`src/rtl/ov7670_pkg.sv`:
```
// Shared definitions for the OV7670 SCCB configuration sequencer:
// table markers, FSM state encodings and the table entry classifier.
package ov7670_pkg;

    localparam logic [7:0]  DEV_ID_DEFAULT = 8'h42;
    localparam logic [15:0] END_MARK       = 16'hFFFF;
    localparam logic [15:0] DELAY_MARK     = 16'hFFF0;

    typedef enum logic [2:0] {
        S_IDLE,
        S_FETCH,
        S_DECODE,
        S_SEND,
        S_DELAY,
        S_DONE
    } state_t;

    typedef enum logic [2:0] {
        TX_IDLE,
        TX_START,
        TX_BITS,
        TX_STOP,
        TX_GAP
    } tx_phase_t;

    typedef enum logic [1:0] {
        ENT_WRITE,
        ENT_DELAY,
        ENT_END
    } entry_t;

    function automatic entry_t classify(input logic [15:0] e);
        if (e == END_MARK) begin
            return ENT_END;
        end
        if (e == DELAY_MARK) begin
            return ENT_DELAY;
        end
        return ENT_WRITE;
    endfunction

endpackage

```
`src/rtl/ov7670_sccb_config_sccb_byte_tx.sv`:
```
// SCCB byte transmitter: quarter-bit divider, 9-bit shifter, optional
// start condition before the byte and stop condition plus idle gap after.
module sccb_byte_tx
    import ov7670_pkg::*;
#(
    parameter int QUARTER_DIV = 250
) (
    input  logic       clk,
    input  logic       rst,
    input  logic       go,
    input  logic [7:0] tx_byte,
    input  logic       first,
    input  logic       last,
    output logic       sio_c,
    output logic       sio_d_out,
    output logic       sio_d_oe,
    output logic       byte_done
);

    localparam int QW = (QUARTER_DIV > 1) ? $clog2(QUARTER_DIV) : 1;

    tx_phase_t  phase, phase_d;
    logic [QW-1:0] qcnt, qcnt_d;
    logic [1:0] quarter, quarter_d;
    logic [3:0] bitcnt, bitcnt_d;
    logic [8:0] shreg, shreg_d;
    logic       last_q, last_d;
    logic       tick;
    logic       byte_end;
    logic       gap_end;
    logic       load;

    assign tick     = (phase != TX_IDLE) && (qcnt == QW'(QUARTER_DIV - 1));
    assign byte_end = (phase == TX_BITS) && tick && (quarter == 2'd3)
                      && (bitcnt == 4'd8);
    assign gap_end  = (phase == TX_GAP) && tick && (quarter == 2'd3);
    assign byte_done = (byte_end && !last_q) || gap_end;
    // A following byte chains on the final tick so no idle quarter is inserted.
    assign load = go && ((phase == TX_IDLE) || (byte_end && !last_q));

    // Next phase, quarter, bit counter and shifter.
    always_comb begin
        phase_d   = phase;
        quarter_d = quarter;
        bitcnt_d  = bitcnt;
        shreg_d   = shreg;
        last_d    = last_q;
        qcnt_d    = qcnt;
        if (load) begin
            phase_d   = first ? TX_START : TX_BITS;
            quarter_d = 2'd0;
            bitcnt_d  = 4'd0;
            shreg_d   = {tx_byte, 1'b1};
            last_d    = last;
            qcnt_d    = '0;
        end else if (tick) begin
            qcnt_d    = '0;
            quarter_d = quarter + 2'd1;
            unique case (phase)
                TX_START: begin
                    if (quarter == 2'd1) begin
                        phase_d   = TX_BITS;
                        quarter_d = 2'd0;
                    end
                end
                TX_BITS: begin
                    if (quarter == 2'd3) begin
                        if (bitcnt == 4'd8) begin
                            phase_d  = last_q ? TX_STOP : TX_IDLE;
                            bitcnt_d = 4'd0;
                        end else begin
                            bitcnt_d = bitcnt + 4'd1;
                            shreg_d  = {shreg[7:0], 1'b1};
                        end
                    end
                end
                TX_STOP: begin
                    if (quarter == 2'd2) begin
                        phase_d   = TX_GAP;
                        quarter_d = 2'd0;
                    end
                end
                TX_GAP: begin
                    if (quarter == 2'd3) begin
                        phase_d = TX_IDLE;
                    end
                end
                default: begin
                    phase_d = TX_IDLE;
                end
            endcase
        end else if (phase != TX_IDLE) begin
            qcnt_d = qcnt + QW'(1);
        end else begin
            qcnt_d = '0;
        end
    end

    // Transmitter state registers.
    always_ff @(posedge clk) begin
        if (rst) begin
            phase   <= TX_IDLE;
            qcnt    <= '0;
            quarter <= 2'd0;
            bitcnt  <= 4'd0;
            shreg   <= 9'h1FF;
            last_q  <= 1'b0;
        end else begin
            phase   <= phase_d;
            qcnt    <= qcnt_d;
            quarter <= quarter_d;
            bitcnt  <= bitcnt_d;
            shreg   <= shreg_d;
            last_q  <= last_d;
        end
    end

    // Bus levels; a logic 1 on data is always a release, never a drive.
    always_comb begin
        sio_c    = 1'b1;
        sio_d_oe = 1'b0;
        unique case (phase)
            TX_START: begin
                sio_c    = (quarter == 2'd0);
                sio_d_oe = 1'b1;
            end
            TX_BITS: begin
                sio_c    = (quarter == 2'd1) || (quarter == 2'd2);
                sio_d_oe = !shreg[8];
            end
            TX_STOP: begin
                sio_c    = (quarter != 2'd0);
                sio_d_oe = (quarter != 2'd2);
            end
            default: begin
                sio_c    = 1'b1;
                sio_d_oe = 1'b0;
            end
        endcase
        sio_d_out = !sio_d_oe;
    end

endmodule

```
`src/rtl/ov7670_sccb_config.sv`:
```
// OV7670 power-up sequencer: walks the register table, issues SCCB
// 3-phase writes, honours delay entries and flags completion.
module ov7670_sccb_config
    import ov7670_pkg::*;
#(
    parameter int         QUARTER_DIV  = 250,
    parameter logic [7:0] DEV_ID       = DEV_ID_DEFAULT,
    parameter int         TABLE_AW     = 8,
    parameter int         DELAY_CYCLES = 1_000_000
) (
    input  logic                clk100,
    input  logic                rst,
    input  logic                start,
    output logic [TABLE_AW-1:0] cfg_addr,
    input  logic [15:0]         cfg_data,
    output logic                sio_c,
    output logic                sio_d_out,
    output logic                sio_d_oe,
    output logic                busy,
    output logic                done
);

    localparam int DW = (DELAY_CYCLES > 1) ? $clog2(DELAY_CYCLES) : 1;

    state_t        state, state_d;
    entry_t        entry;
    logic [7:0]    reg_q;
    logic [7:0]    val_q;
    logic [1:0]    idx;
    logic [DW-1:0] dcnt;
    logic          last_addr;
    logic          step;
    logic          go;
    logic [7:0]    tx_byte;
    logic          first;
    logic          last;
    logic          byte_done;

    assign entry     = classify(cfg_data);
    assign last_addr = &cfg_addr;

    // Sequencer state register.
    always_ff @(posedge clk100) begin
        if (rst) begin
            state <= S_IDLE;
        end else begin
            state <= state_d;
        end
    end

    // Next state and transmitter requests; step retires the current entry.
    always_comb begin
        state_d = state;
        go      = 1'b0;
        tx_byte = DEV_ID;
        first   = 1'b0;
        last    = 1'b0;
        step    = 1'b0;
        unique case (state)
            S_IDLE: begin
                if (start) begin
                    state_d = S_FETCH;
                end
            end
            S_FETCH: begin
                state_d = S_DECODE;
            end
            S_DECODE: begin
                unique case (entry)
                    ENT_END:   state_d = S_DONE;
                    ENT_DELAY: state_d = S_DELAY;
                    default: begin
                        state_d = S_SEND;
                        go      = 1'b1;
                        first   = 1'b1;
                        tx_byte = DEV_ID;
                    end
                endcase
            end
            S_SEND: begin
                if (byte_done) begin
                    if (idx == 2'd2) begin
                        step = 1'b1;
                    end else begin
                        go      = 1'b1;
                        tx_byte = (idx == 2'd0) ? reg_q : val_q;
                        last    = (idx == 2'd1);
                    end
                end
            end
            S_DELAY: begin
                if (dcnt == DW'(DELAY_CYCLES - 1)) begin
                    step = 1'b1;
                end
            end
            S_DONE: begin
                state_d = S_IDLE;
            end
            default: begin
                state_d = S_IDLE;
            end
        endcase
        // The last table slot ends the run instead of wrapping to 0.
        if (step) begin
            state_d = last_addr ? S_DONE : S_FETCH;
        end
    end

    // Table address, latched entry, byte index, delay counter and status.
    always_ff @(posedge clk100) begin
        if (rst) begin
            cfg_addr <= '0;
            busy     <= 1'b0;
            done     <= 1'b0;
            reg_q    <= 8'h00;
            val_q    <= 8'h00;
            idx      <= 2'd0;
            dcnt     <= '0;
        end else begin
            unique case (state)
                S_IDLE: begin
                    if (start) begin
                        cfg_addr <= '0;
                        busy     <= 1'b1;
                        done     <= 1'b0;
                    end
                end
                S_DECODE: begin
                    reg_q <= cfg_data[15:8];
                    val_q <= cfg_data[7:0];
                    idx   <= 2'd0;
                    dcnt  <= '0;
                end
                S_SEND: begin
                    if (byte_done) begin
                        idx <= idx + 2'd1;
                    end
                end
                S_DELAY: begin
                    dcnt <= dcnt + DW'(1);
                end
                S_DONE: begin
                    busy <= 1'b0;
                    done <= 1'b1;
                end
                default: begin
                end
            endcase
            if (step && !last_addr) begin
                cfg_addr <= cfg_addr + TABLE_AW'(1);
            end
        end
    end

    sccb_byte_tx #(
        .QUARTER_DIV(QUARTER_DIV)
    ) u_tx (
        .clk       (clk100),
        .rst       (rst),
        .go        (go),
        .tx_byte   (tx_byte),
        .first     (first),
        .last      (last),
        .sio_c     (sio_c),
        .sio_d_out (sio_d_out),
        .sio_d_oe  (sio_d_oe),
        .byte_done (byte_done)
    );

endmodule
```
`config.mk`:
```
export PLATFORM = sky130hd
export DESIGN_NAME = ov7670_sccb_config
export DESIGN_NICKNAME = d
export VERILOG_FILES = /design/src/rtl/ov7670_pkg.sv /design/src/rtl/ov7670_sccb_config_sccb_byte_tx.sv /design/src/rtl/ov7670_sccb_config.sv
export SDC_FILE = /design/constraint.sdc
export NUM_CORES = 1
export LEC_CHECK = 0
export CAP_MARGIN = 10
export CORE_UTILIZATION = 50
export CTS_CLUSTER_SIZE = 10
export DETAILED_ROUTE_END_ITERATION = 6
export PLACE_DENSITY = 0.71
export SYNTH_ARGS = -nofsm -noshare
export SYNTH_HDL_FRONTEND = slang
export SYNTH_SLANG_ARGS = --single-unit
```
`constraint.sdc`:
```
create_clock -name clk100 -period 2.03 [get_ports clk100]
set_input_delay 0.406 -clock clk100 [delete_from_list [all_inputs] [get_ports clk100]]
set_output_delay 0.406 -clock clk100 [all_outputs]
set_load 0.05 [all_outputs]
```
[Word-level counts from Yosys, hierarchy flattened]
Index checks and enable logic that the tools add are counted.
Word-level totals
  register bits: 77
  bits in latches: 0
  RAM bits: 0
  bits in read-only memories: 0
  input bits: 19
  word-level logic and storage cells: 154
  memories: 0
Operators by class
  $add $sub $neg: 6
  multipliers: 0
  div/mod/pow operators: 0
  $lt $le $gt $ge: 0
  eq/ne operators: 32
  shift operators: 0
  multiplexer cells: 59
  bitwise operators: 1
  reductions and logical operators: 42
Operators by type and width (number)
  two-way mux 8 bit: 7
  two-way mux 9 bit: 5
  case mux 20 bit (2 select lines): 1
  == test 16 bit (second input constant): 2
  two-way mux 3 bit: 10
  case mux 3 bit (4 select lines): 2
  adder 20 x 1 -> 20 bit (second input constant): 1
  == test 20 bit (second input constant): 1
  two-way mux 2 bit: 9
  nonzero test 2 bit: 9
  adder 8 x 1 -> 8 bit (second input constant): 2
  two-way mux 1 bit: 15
  == test 3 x 2 -> 1 bit (second input constant): 4
  == test 3 bit (second input constant): 3
  logical AND 1 bit: 9
  != test 3 x 2 -> 1 bit (second input constant): 3
  == test 2 bit (second input constant): 4
  == test 8 bit (second input constant): 1
  case mux 1 bit (2 select lines): 4
  case mux 2 bit (2 select lines): 2
  AND reduction 2 bit: 4
  AND reduction 8 bit: 1
  == test 2 x 1 -> 1 bit (second input constant): 3
  == test 3 x 1 -> 1 bit (second input constant): 2
  other kinds (21): 36

[Longest topological paths before layout]
Gate-level depths: netlist (run 1).
  depth after elaboration: 12
  depth in mapped cells: 10

[Cells and area by module]
Synthesis (run 1) repeated with hierarchy kept, for this count alone.
Unflattened totals
  cells, all modules: 511
  area total of the unflattened synthesis: 4221.5 µm²
Modules (own cells, without submodules)
  ov7670_sccb_config: times used 1, cells each 326, area an instance 2587.5 µm²
  sccb_byte_tx: times used 1, cells each 185, area an instance 1634.1 µm²

[Worst setup path after synthesis (run 1)]
Ideal clock, no wire load.
  kind: flip-flop to flip-flop
  start: register u_tx.quarter[0]
  end: register cfg_addr[7]
  arrival: 2.113 ns
  data required time: 1.914 ns
  slack: -0.199 ns
  stages on the path, launching flop included: 8
  cells stage by stage: dfxtp_1 > ha_1 > nand4bb_4 > o31a_1 > nor4_4 > nor2_2 > or4b_1 > o211a_1
Between the ends
  longest elaborated chain between the ends: 10
  elaborated cells on any way between the ends: 13
Ends and longest elaborated chain
  start: declaration: line ov7670_sccb_config_sccb_byte_tx.sv:24  | logic [1:0] quarter, quarter_d;
  start signal: assignment: line ov7670_sccb_config_sccb_byte_tx.sv:111  | quarter <= quarter_d;
  == test 2 bit *: line ov7670_sccb_config_sccb_byte_tx.sv:34, ov7670_sccb_config_sccb_byte_tx.sv:36
  logical AND 1 bit: line ov7670_sccb_config_sccb_byte_tx.sv:34  | assign byte_end = (phase == TX_BITS) && tick && (quarter == 2'd3)
  logical AND 1 bit: line ov7670_sccb_config_sccb_byte_tx.sv:35  | && (bitcnt == 4'd8);
  logical AND 1 bit: line ov7670_sccb_config_sccb_byte_tx.sv:37  | assign byte_done = (byte_end && !last_q) || gap_end;
  logical OR 1 bit *: line ov7670_sccb_config_sccb_byte_tx.sv:37
  two-way mux 1 bit *: line ov7670_sccb_config.sv:81  | if (byte_done) begin
  case mux 1 bit (2 select lines) *: line ov7670_sccb_config.sv:59  | unique case (state)
  logical AND 1 bit *: line ov7670_sccb_config.sv:149  | if (step && !last_addr) begin
  nonzero test 2 bit (no source line)
  AND reduction 2 bit (no source line)
  end signal: assignment: line ov7670_sccb_config.sv:150  | cfg_addr <= cfg_addr + TABLE_AW'(1);
  end: declaration: line ov7670_sccb_config.sv:14  | output logic [TABLE_AW-1:0] cfg_addr,
Mark *: on every way between the ends. The rest lies on a longest branch, timed or not.
A chain may end at the register's enable or synchronous reset.

[Worst setup path in the final report (run 1)]
Same ends and word-level chain as after synthesis.

==> out/metrics.cfg, run 1 <==
[run_status]
status=finished with violations
violations=negative setup slack

[pwr]
combinationalPowerShare_pct=11.9
internal_power_mw=2.222
power.net_switching_mw=0.8300
swShare_pct=27.20
p_per_area_nw_per_um2=549.9
pwr-share-clk_pct=36.8
vdd_drop_max_uv=386.3
sequentialPowerShare_pct=51.2
p_leak_nw=2.099

[synthesis]
synth-seq-cells=77
synthCells=506
synth-edff-count=0
synth_warnings=0
avgSynthCellArea_sq_um=8.069
yosysSeqAreaShare_pct=37.76
synth_nets=541
synth_most_common_cell=dfxtp_1
syn_area_sq_um=4083
synthTopCellsByCount=dfxtp_1 (77), nand2_1 (70), nor2_1 (66), a21oi_1 (50), o21ai_0 (22)
netlist-cell-type-count=63
synthTopCellsByArea=dfxtp_1 (38%), nand2_1 (6.4%), a21oi_1 (6.1%), nor2_1 (6.1%), ha_1 (4.9%)
synth_top_area_share_pct=37.76
synth_top_area_cell=dfxtp_1
ys.flop_type=dfxtp_1
synth-async-reset-ratio_pct=0

[place]
dp_slack_ns=-0.6123
port_buffers=31
post-dp-hpwl_um=6941
routabilityCongestion=0.8241

[critical_path]
cp_data_arrival_time_ns=2.33
crit_chain=ha_4 > nand4bb_4 > o31a_1 > nor4_4 > nor2_2 > or4b_1 > o211a_1
critPathMaxFanout=3
max_stage_delay_ns=0.48
critical_path_class=reg2reg
cp_top_family=simple AND/OR/NAND/NOR gates
slowest_stage=or4b_1
cp-start-kind=register
cp-end-kind=register
cp.required_ns=2.28
path_buf_inv=0

[die]
start_util_pct=52.29
std_cell_rows=32
die_x_um=92.36
die_h_um=92.36
num_io_pins=32
die-area_sq_um=8530
coreArea_sq_um=7807

[hold_path]
hp-class=in2reg

[finish]
n_antenna_cell=0
fill_cells=630
fin_nets=628
syn_to_final_growth_pct=35.92
drive_gt1_share_pct=29.26

[route]
drtPass1Iterations=4
vias=3935
wl_um=10510
ant_nets=0
drt-initial-drc-count=188
routed_via_density=5.621
drc=0
post_drt_wl_per_cell_um=15.02

[sta]
finalSetupViolCount=8
final.min_clock_period_ns=2.086
rsz0062_at_grt=yes
period_share_pct=102.8
max-slew-margin-rel_pct=64.74
skew_ns=0.01174
slew_viol_final=0
layout_setup_ws_ns=-0.05636
tightest_slew_ns=0.5269
setup_tns_ns=-0.2385
hold_violations=0
fmax_mhz=479.3

[clock_tree]
clock_sinks=77
clk_pin_slew_ns=0.09
cts-root-buf=clkbuf_8
cts_buffers=9
cts_tree=done
clk_latency_ns=0.36
cts_buffer_depth=2
hold_buffers=0
htreeDepth=3

[global_routing]
grt_pass1_vias=3791
grt_max_degree=36
grtUsageTotal_pct=24.63
grt_overflow_total=0
antenna_found_initial=0
grt_pass1_wl_um=17000

[flow_run]
cap_violations=0

worst register-to-register path, delay by kind of cell (launching register included):
family                   cells  cell delay, ns
AND/OR/NAND/NOR              4            0.95
adder cells (fa/ha/maj)      1            0.16
flip-flops                   1            0.37
AO/OA/AOI/OAI                2            0.52
sequential cells by signal (all words and copies together), names as in the netlist, 2 cells and up:
register,flops
cfg_addr,8
dcnt,20
idx,2
reg_q,8
state,3
u_tx.bitcnt,4
u_tx.phase,3
u_tx.qcnt,8
u_tx.quarter,2
u_tx.shreg,8
val_q,8
layer usage:
layer / vias to the layer above / wire (um) / GRT usage, %
li1: 1977 / - / -
met4: 0 / 223 / 8.724
met3: 20 / 268 / 4.844
met2: 66 / 5324 / 42.28
met1: 1872 / 4697 / 30.56
met5: - / 0 / 0
repair_timing:
item	4_1_cts	5_1_grt
gates resized for setup	60	65
cloned	0	0
buffers inserted	9	7
setup endpoints to repair	29	35
pin swaps	21	22
cell families (layout without fill, tap and decap cells):
logic type / count (synthesis) / after routing / share of synthesized area [%]
muxes: 15 / 15 / 3.984
DFF: 77 / 77 / 37.76
adders and majority gates: 16 / 16 / 4.903
buffers and inverters: 37 / 129 / 3.586
xor gates and xnor gates: 10 / 10 / 2.145
AOI/OAI and AO/OA: 118 / 118 / 18.39
and+or+nand+nor: 233 / 233 / 29.24
cells in the final DEF, fill, tap and decap left out, types with 11 or more instances in the layout:
cell type,Yosys,layout
clkbuf_8,0,11
nand2_1,70,66
buf_4,1,57
buf_6,0,13
dfxtp_1,77,70
ha_1,16,11
o21ai_0,22,12
a21oi_1,50,46
nor2_1,66,62
nand3_1,20,19
path summary, 6_finish.rpt:
check | from | end | slack [ns] | cells after the start
setup / recovery | u_tx.quarter[0] | cfg_addr[7] | -0.06 | 7
setup reg to reg | u_tx.quarter[0] | cfg_addr[7] | -0.06 | 7
hold reg to reg | val_q[6] | val_q[6] | 0.46 | 2
hold / removal | cfg_data[6] | val_q[6] | 0.32 | 3
area by class of cell:
| cell class | instances | area [sq um] | share of cell area [%] |
|---|---|---|---|
| multi-input cells | 392 | 2691 | 48.50 |
| clock inverters | 5 | 42.54 | 0.7666 |
| inverters | 11 | 57.56 | 1.037 |
| clock buffers | 11 | 151.4 | 2.728 |
| repair buffers | 102 | 923.4 | 16.64 |
| well taps | 102 | 127.6 | 2.300 |
| flip-flops and latches | 77 | 1555 | 28.03 |
power groups by stage:
stage	logic, mW	clock network, mW	registers, mW
global placement	0.326	0	1.60
CTS	0.336	1.14	1.56
floorplan	0.186	0	1.60
global route	0.399	1.20	1.57
finish	0.364	1.12	1.56
detailed placement	0.332	0	1.60
per-stage QoR:
stage	util (%)	power [mW]	instances	hold slack, ns	area, sq um
final	71.07	3.052	700	0.3171	5549
after global placement	62.74	1.924	668	0.4405	4898
after floorplan	-	1.788	506	0.4295	4119
after global routing	71.07	3.172	700	0.3443	5549
after CTS	67.24	3.034	693	0.4015	5250
after detailed placement	62.74	1.931	668	0.4452	4898
(Power assumes the default switching activity.)
==> inputs of run 2 (changes only) <==
--- a/config.mk
+++ b/config.mk
@@ -7,9 +7,10 @@
 export LEC_CHECK = 0
 export CAP_MARGIN = 10
 export CORE_UTILIZATION = 50
+export CTS_BUF_LIST = sky130_fd_sc_hd__clkbuf_2
 export CTS_CLUSTER_SIZE = 10
 export DETAILED_ROUTE_END_ITERATION = 6
-export PLACE_DENSITY = 0.71
+export PLACE_DENSITY_LB_ADDON = 0.2
 export SYNTH_ARGS = -nofsm -noshare
 export SYNTH_HDL_FRONTEND = slang
 export SYNTH_SLANG_ARGS = --single-unit
==> out/metrics.cfg, run 2 (same netlist as run 1, synthesis figures left out) <==
[run_status]
status=finished with violations
violations=negative setup slack

[critical_path]
path_buf_inv=1  ; +1
slowest_stage=or4b_1
critical_path_class=reg2reg
setup.worst_path.start=u_tx.quarter[1]
cp_top_family=simple AND/OR/NAND/NOR gates
r2r_start=u_tx.quarter[1]
cp_data_arrival_time_ns=2.67  ; +0.34 ns
cp-end-kind=register
cp.required_ns=2.49  ; +0.21 ns
max_stage_delay_ns=0.50  ; +0.02 ns
crit_chain=buf_4 > ha_4 > nand4bb_4 > o31a_1 > nor4_4 > nor2_2 > or4b_1 > o211a_1
cp-start-kind=register
critPathMaxFanout=3  ; unchanged

[place]
routabilityCongestion=0.8605  ; +4.4%
port_buffers=31  ; unchanged
post-dp-hpwl_um=6615  ; -4.7%

[sta]
hold_violations=0  ; unchanged
skew_ns=0.03602  ; +0.02428 ns
final.min_clock_period_ns=2.212  ; +0.1254 ns
max-slew-margin-rel_pct=57.31  ; -7.4 points
slew_viol_final=0  ; unchanged
tightest_slew_ns=0.6403  ; +0.1134 ns
period_share_pct=109.0  ; +6.2 points
setup_tns_ns=-2.051  ; -1.812 ns
layout_setup_ws_ns=-0.1818  ; -0.1254 ns
hold_slack_ns=0.3986  ; +0.08151 ns
fmax_mhz=452.1  ; -5.7%
finalSetupViolCount=27  ; +19
rsz0062_at_grt=yes

[die]
num_io_pins=32  ; unchanged
die_h_um=92.36  ; unchanged
std_cell_rows=32  ; unchanged
start_util_pct=52.29  ; unchanged
coreArea_sq_um=7807  ; unchanged
die_x_um=92.36  ; unchanged
die-area_sq_um=8530  ; unchanged

[finish]
fin_util_pct=71.89  ; +0.82 points
most-common-layout-cells=dfxtp_1 (67), nand2_1 (65), nor2_1 (65)
largest_register_ffs=20  ; unchanged
fin_nets=636  ; +1.3%
fill_cells=597  ; -5.2%
layout_commonest_cell=dfxtp_1
drive_gt1_share_pct=30.74  ; +1.5 points
top_register=dcnt
syn_to_final_growth_pct=37.48
n_antenna_cell=0  ; unchanged

[pwr]
p_per_area_nw_per_um2=562.6  ; +2.3%
internal_power_mw=2.366  ; +6.5%
power.net_switching_mw=0.7914  ; -4.7%
swShare_pct=25.06  ; -2.1 points
p_leak_nw=2.110  ; +0.54%
vdd_drop_max_uv=371.4  ; -3.9%
combinationalPowerShare_pct=11.9  ; about the same
pwr-share-clk_pct=38.3  ; +1.5 points
sequentialPowerShare_pct=49.8  ; -1.4 points

[global_routing]
grt_pass1_wl_um=16700  ; -1.7%
antenna_found_initial=0  ; unchanged
grt_pass1_vias=3691  ; -2.6%
grtUsageTotal_pct=24.05  ; -0.58 points
grt_overflow_total=0  ; unchanged
grt_max_degree=31  ; -14%

[clock_tree]
cts_buffers=9  ; unchanged
clk_latency_ns=0.52  ; +0.16 ns
cts-root-buf=clkbuf_2
clk_pin_slew_ns=0.23  ; +0.14 ns
hold_buffers=0  ; unchanged
cts_buffer_depth=2  ; unchanged
clock_sinks=77  ; unchanged
htreeDepth=3  ; unchanged
cts_tree=done

[route]
drc=0  ; unchanged
wl_um=10310  ; -1.9%
ant_nets=0  ; unchanged
post_drt_wl_per_cell_um=14.59  ; -2.9%
routed_via_density=5.573  ; -0.86%
vias=3940  ; +0.13%
drt-initial-drc-count=132  ; -30%
drtPass1Iterations=4  ; unchanged

[flow_run]
cap_violations=0  ; unchanged

[hold_path]
worstHoldStart=cfg_data[3]
hp-class=in2reg

-- run 2: through the flow --
stage / worst slack (ns) / cell area (sq um) / total power [mW] / cells
after global placement: -0.5820 / 4886 / 1.922 / 668
final: -0.1818 / 5613 / 3.158 / 707
after detailed placement: -0.6286 / 4886 / 1.929 / 668
after CTS: -0.2057 / 5335 / 3.150 / 696
after global routing: -0.2925 / 5613 / 3.294 / 707
after floorplan: -0.09061 / 4119 / 1.788 / 506
-- run 2: path summary, 6_finish.rpt --
path         slack (ns)     endpoint  cells after the start
max               -0.18  cfg_addr[7]                      8
min                0.40     val_q[3]                      4
max reg2reg       -0.18  cfg_addr[7]                      8
min reg2reg        0.47     val_q[0]                      2
-- run 2: what timing repair did --
item / in CTS / in global routing
endpoints found under the setup margin: 37 / 45
buffers inserted: 13 / 11
pin swaps: 20 / 16
gates resized for setup: 58 / 62
-- run 2: worst min-delay path: stages --
cell and delay (ns):
dlygate4sd2_1 0.24, buf_4 0.13, nand2_1 0.06, a21oi_1 0.05
-- run 2: final cells by class --
cell class                 count  area, sq um  share of cell area [%]
clock buffer                   9        45.04                  0.8025
inverter                      11        55.05                  0.9808
timing repair buffer         110        979.7                   17.45
tap                          102        127.6                   2.274
sequential                    77         1554                   27.69
clock inverter                 6        136.4                   2.430
multi-input combinational    392         2715                   48.37
-- run 2: per-layer routing --
| layer | wire length [um] | vias to the layer above | track usage, % | part of all wire [%] |
|---|---|---|---|---|
| li1 | - | 1991 | - | - |
| met5 | 0 | - | 0 | 0 |
| met2 | 5170 | 74 | 41.11 | 50 |
| met1 | 4613 | 1860 | 30.56 | 45 |
| met3 | 385 | 15 | 4.598 | 3.7 |
| met4 | 144 | 0 | 7.292 | 1.4 |
-- run 2: power by group through the flow --
stage | logic [mW] | registers, mW | clock network, mW
floorplan | 0.186 | 1.60 | 0
global placement | 0.325 | 1.60 | 0
detailed placement | 0.331 | 1.60 | 0
CTS | 0.353 | 1.57 | 1.23
global route | 0.411 | 1.58 | 1.31
finish | 0.376 | 1.57 | 1.21
